**config.mk**
```make
export PLATFORM = sky130hd
export DESIGN_NAME = player_move_ctl
export DESIGN_NICKNAME = d
export VERILOG_FILES = /design/src/rtl/player_move_ctl.sv
export SDC_FILE = /design/constraint.sdc
export NUM_CORES = 1
export LEC_CHECK = 0
export ABC_AREA = 1
export CORE_ASPECT_RATIO = 0.75
export CORE_UTILIZATION = 49
export DETAILED_ROUTE_END_ITERATION = 8
export HOLD_SLACK_MARGIN = 0.1
export PLACE_DENSITY_LB_ADDON = 0.12
export SYNTH_ARGS = -nofsm -noshare
export SYNTH_HDL_FRONTEND = slang
export SYNTH_SLANG_ARGS = --single-unit
```
**constraint.sdc**
```tcl
create_clock -name clk -period 3.2 [get_ports clk]
set_clock_uncertainty 0.2 [all_clocks]
set_input_delay 0.32 -clock clk [delete_from_list [all_inputs] [get_ports clk]]
set_output_delay 0.32 -clock clk [all_outputs]
set_load 0.05 [all_outputs]
```
**src/rtl/player_move_ctl.sv**
```systemverilog
// Player-ship horizontal motion controller: synchronised buttons, one move per frame_tick,
// step size ramping from STEP_MIN to STEP_MAX while a direction is held, clamped to the playfield.
module player_move_ctl #(
    parameter int HOR_PIXELS   = 1024,
    parameter int VER_PIXELS   = 768,
    parameter int SPRITE_W     = 64,
    parameter int Y_OFFSET     = 48,
    parameter int STEP_MIN     = 2,
    parameter int STEP_MAX     = 10,
    parameter int ACCEL_FRAMES = 4
) (
    input  logic        clk,
    input  logic        rst,
    input  logic        frame_tick,
    input  logic        enable,
    input  logic        button_left,
    input  logic        button_right,
    output logic [11:0] xpos,
    output logic [11:0] ypos,
    output logic        moving,
    output logic        at_wall,
    output logic [5:0]  speed
);

    typedef enum logic [1:0] {IDLE, LEFT, RIGHT} state_t;

    localparam logic [11:0] X_MAX   = 12'(HOR_PIXELS - SPRITE_W);
    localparam logic [11:0] X_START = 12'((HOR_PIXELS - SPRITE_W) / 2);
    localparam logic [11:0] Y_POS   = 12'(VER_PIXELS - Y_OFFSET);
    localparam logic [5:0]  S_MIN   = 6'(STEP_MIN);
    localparam logic [5:0]  S_MAX   = 6'(STEP_MAX);
    localparam int          CNT_W   = $clog2(ACCEL_FRAMES + 1);
    localparam logic [CNT_W-1:0] CNT_LAST = CNT_W'(ACCEL_FRAMES - 1);

    logic              r_l_meta, r_l_sync, r_r_meta, r_r_sync;
    state_t            r_state;
    logic [5:0]        r_speed;
    logic [CNT_W-1:0]  r_cnt;
    logic [11:0]       r_xpos;

    state_t            w_req;
    logic [5:0]        w_step;
    logic [CNT_W-1:0]  w_cnt_inc;
    logic signed [12:0] w_x_s, w_step_s, w_x_dec, w_x_inc;
    logic [11:0]       w_x_left, w_x_right, w_x_next;

    // Synchronisers run every clock so a press is ready well before the next tick.
    always_ff @(posedge clk) begin
        if (rst) begin
            r_l_meta <= 1'b0;
            r_l_sync <= 1'b0;
            r_r_meta <= 1'b0;
            r_r_sync <= 1'b0;
        end else begin
            // NOTE: non-blocking assignments keep the two flop stages distinct within one edge.
            r_l_meta <= button_left;
            r_l_sync <= r_l_meta;
            r_r_meta <= button_right;
            r_r_sync <= r_r_meta;
        end
    end

    always_comb begin
        // NOTE: default first so no path through this block leaves w_req unassigned (no latch).
        w_req = IDLE;
        if (enable && r_l_sync && !r_r_sync)
            w_req = LEFT;
        else if (enable && r_r_sync && !r_l_sync)
            w_req = RIGHT;
    end

    // A new or reversed direction always restarts at the minimum step.
    assign w_step    = (w_req != r_state) ? S_MIN : r_speed;
    assign w_cnt_inc = r_cnt + 1'b1;

    assign w_x_s     = $signed({1'b0, r_xpos});
    assign w_step_s  = $signed({7'b0, w_step});
    assign w_x_dec   = w_x_s - w_step_s;
    assign w_x_inc   = w_x_s + w_step_s;
    assign w_x_left  = w_x_dec[12] ? 12'd0 : w_x_dec[11:0];
    assign w_x_right = (w_x_inc > $signed({1'b0, X_MAX})) ? X_MAX : w_x_inc[11:0];
    assign w_x_next  = (w_req == LEFT) ? w_x_left : w_x_right;

    always_ff @(posedge clk) begin
        if (rst) begin
            r_state <= IDLE;
            r_speed <= S_MIN;
            r_cnt   <= '0;
            r_xpos  <= X_START;
        end else if (frame_tick) begin
            if (w_req == IDLE) begin
                r_state <= IDLE;
                r_speed <= S_MIN;
                r_cnt   <= '0;
            end else if (w_req != r_state) begin
                r_state <= w_req;
                r_speed <= S_MIN;
                r_cnt   <= '0;
                r_xpos  <= w_x_next;
            end else begin
                r_xpos <= w_x_next;
                // Ramp keeps counting at the wall and at saturation; only speed stops growing.
                if (w_cnt_inc >= CNT_LAST) begin
                    r_cnt <= '0;
                    if (r_speed < S_MAX)
                        r_speed <= r_speed + 1'b1;
                end else begin
                    r_cnt <= w_cnt_inc;
                end
            end
        end
    end

    assign xpos    = r_xpos;
    assign ypos    = Y_POS;
    assign speed   = r_speed;
    assign moving  = (r_state != IDLE);
    assign at_wall = (r_xpos == 12'd0) || (r_xpos == X_MAX);

endmodule

```
==> results.md <==
- Post-synthesis xor/xnor area fraction: 0.04698
- Maximum root-to-sink buffer count: 2
- Final period util: 0.9256
- Residual DRC: 0
- Total power: 831.4 µW
- Post-synth EDFFs: 0
- Number of diodes: 0
- TritonCTS clock tree: built
- Reg2Reg Depth: 18
- Max-cap violations: 0
- Top cells by area, synth: dfxtp_1, nand2_1, inv_1
- Crit path from: r_r_sync$_SDFF_PP0_
- CP max FO: 7
- Period minus WS final: 2.962 ns
- Slew @ Worst Pin: 0.5901 ns
- Worst hold path class: reg -> reg
- Startpoint types: flop
- Die width: 83.21 µm
- FF-to-FF End: xpos[2]$_SDFFE_PP0P_
- Initial antenna violation count: 0
- Final hold vios: 0
- Top Ports: 38
- Die area: 5234 µm²
- Final setup vio count: 0
- Clk sink count: 27
- Largest family of logic cells by synthesized area: simple AND/OR/NAND/NOR gates
- R2r startpoint: r_r_sync$_SDFF_PP0_
- Routability cong.: 0.8928
- Setup CP Type: reg -> reg
- Yosys warns: 0
- Slew Viols, Final: 0
- Crit path DAT: 2.98 ns
- Mapped Cells: 369
- Worst hold slack: 0.2087 ns
- DR iter-0 viols: 124
- CP Data Required Time: 3.22 ns
- RSZ-0062 raised after global routing: no
- Peak VDD IR: 0.0002026 V
- Final worst slack: 0.2381 ns
- Drt first pass iters: 4
- CP endpoint kind: flop
- Adder-Cell Fraction of Synth Area: 0.09396
- R2r setup slk: 0.24 ns
- Total congestion overflow: 0
- Largest area contributor in the netlist: dfxtp_1
- Static Leak: 0.001551 µW
- Wirelength per Cell: 13.47 µm
- DP Worst Slack: -0.5214 ns
- Largest net degree at the start of global routing: 21
- Via density: 5.200
- Routed wire length: 6520 µm
- Avg Inst Size Synth: 6.568 µm²
- Outcome: completed
- Post-synthesis register bit count: 27
- Routed vias: 2517
- Rel. slew slack: 0.6029
- Layout cells sized above 1: 0.2740
- Netlist cell types: 42
- I/O Buffers: 25
- Die Y-Extent: 62.91 µm
- Area Growth Syn to Fin: 32.78%
- Setup crit end: xpos[2]$_SDFFE_PP0P_
- First-pass GRT wire length: 10940 µm
- Worst-path clk slew: 0.10 ns
- Num rows: 21
- Register area share after synthesis: 0.2230
- Clk Latency, worst-skew pair: 0.28 ns
- Pwr dens: 258.4 nW/µm²
- Core area: 4598 µm²
- GRT Overall Usage: 0.2554
- Asr flop ratio synth: 0
- Mux contribution to synthesized area: 0
- Vias in the first global route: 2359
- TritonCTS Buffers: 3
- Top FF cell, synth: dfxtp_1
- Max frequency: 0.3376 GHz
- Mapped Area: 2424 µm²
- Fin nets: 451
- Post-Synth Simple-Gate Area: 0.3335
- HPWL Detailed: 4979 µm
- Post-synthesis compound-gate area fraction: 0.1378
- Initial core utilization: 0.5271
- Clk root buf: clkbuf_8
- H-Tree Depth: 1
- Synth top area share: 0.2230
- DRT antenna net count: 0
-- logic make-up after synthesis --
| logic type | after synthesis |
|---|---|
| xor+xnor | 13 |
| other cells | 2 |
| fa+ha+maj | 17 |
| flops | 27 |
| buf+inv | 82 |
| simple gates | 171 |
| compound gates | 57 |
-- critical path: stages, from the launching register on --
cell      delay [ns]
dfxtp_1         0.34
inv_1           0.04
nand3_1         0.10
xor2_1          0.16
and2_4          0.19
inv_6           0.06
nor2_4          0.14
ha_4            0.15
fa_2            0.44
or2_4           0.25
nor2_4          0.08
nand3_2         0.07
nor2_2          0.12
nand2_2         0.07
nand3_2         0.08
o21bai_4        0.09
nand2_4         0.11
nand3_2         0.08
a21oi_2         0.12
-- worst min-delay path by stage --
stage,start,to,slack (ns),cells after the start
finish,r_l_meta$_SDFF_PP0_,r_l_sync$_SDFF_PP0_,0.21,2
floorplan,r_l_meta$_SDFF_PP0_,r_l_sync$_SDFF_PP0_,0.19,2
CTS,r_l_meta$_SDFF_PP0_,r_l_sync$_SDFF_PP0_,0.21,2
global placement,r_l_meta$_SDFF_PP0_,r_l_sync$_SDFF_PP0_,0.19,2
global route,r_r_meta$_SDFF_PP0_,r_r_sync$_SDFF_PP0_,0.23,2
detailed placement,r_l_meta$_SDFF_PP0_,r_l_sync$_SDFF_PP0_,0.20,2
-- per-layer routing --
metal | part of all wire | track usage | vias up
met5 | 0 | 0 | -
met2 | 0.45 | 0.4088 | 79
met4 | 0.014 | 0.03879 | 0
met3 | 0.058 | 0.03831 | 11
li1 | - | - | 1266
met1 | 0.48 | 0.3682 | 1161
-- state kept, by name (all words and copies together), names as in the netlist --
| signal | count |
|---|---|
| r_cnt | 3 |
| r_l_meta | 1 |
| r_l_sync | 1 |
| r_r_meta | 1 |
| r_r_sync | 1 |
| r_state | 2 |
| speed | 6 |
| xpos | 12 |
-- placed cells by master (no fill, tap or decap), types with 4 or more instances in the layout --
master and n:
nor3_1 9, nor2_1 26, nor2_2 7, xor2_1 11, inv_2 7, conb_1 12
a21oi_1 22, nand2_2 11, nand2_1 67, nand4_1 4, ha_1 9, nand3_2 8
buf_4 39, o21ai_0 19, nand3_1 17, inv_1 49, nand2_4 5, dfxtp_1 27
a21oi_2 4, nor2_4 5, ha_4 5, clkdlybuf4s50_1 24
-- synthesized netlist by cell type, drive strengths merged, types with 2 or more instances --
cell,number
o211ai,2
a21oi,27
clkbuf,2
and2,2
o21ai,21
nor4,2
fa,2
xor2,12
ha,15
nor2,38
o21bai,2
dfxtp,27
nor3,9
nand3,28
nand4,4
inv,59
or2,3
nand2,83
buf,18
nand3b,2
conb,2
clkinv,3
-- cell type report --
type / instances / area [µm²]
clock buffer: 3 / 41.29
clock inverter: 1 / 7.507
fill: 397 / 1380
inverter: 62 / 244.0
multi-input combinational: 270 / 1768
sequential: 27 / 540.5
tap: 57 / 71.32
timing repair buffer: 64 / 545.5
-- per-stage QoR --
step	util	TNS, ns	std cells	area [µm²]
finish	0.6999	0	484	3218
global route	0.6999	0	484	3218
CTS	0.6585	0	480	3028
detailed placement	0.6275	-5.748	475	2885
global placement	0.6275	-5.004	475	2885
floorplan	-	0	379	2461
-- what timing repair did --
action | CTS | global route
pin swaps | 7 | 18
cloned | 0 | 0
hold buffers | 0 | 0
setup endpoints to repair | 12 | 12
resized for setup | 22 | 36
buffers inserted | 1 | 4
-- power breakdown --
part / leakage [µW] / internal (µW) / switching (µW)
clock network: 0.0000217 / 88.6 / 111
registers: 0.000220 / 347 / 16.5
logic: 0.00131 / 97.1 / 171
total: 0.00155 / 533 / 299
Power figures use the tool's default switching activity.
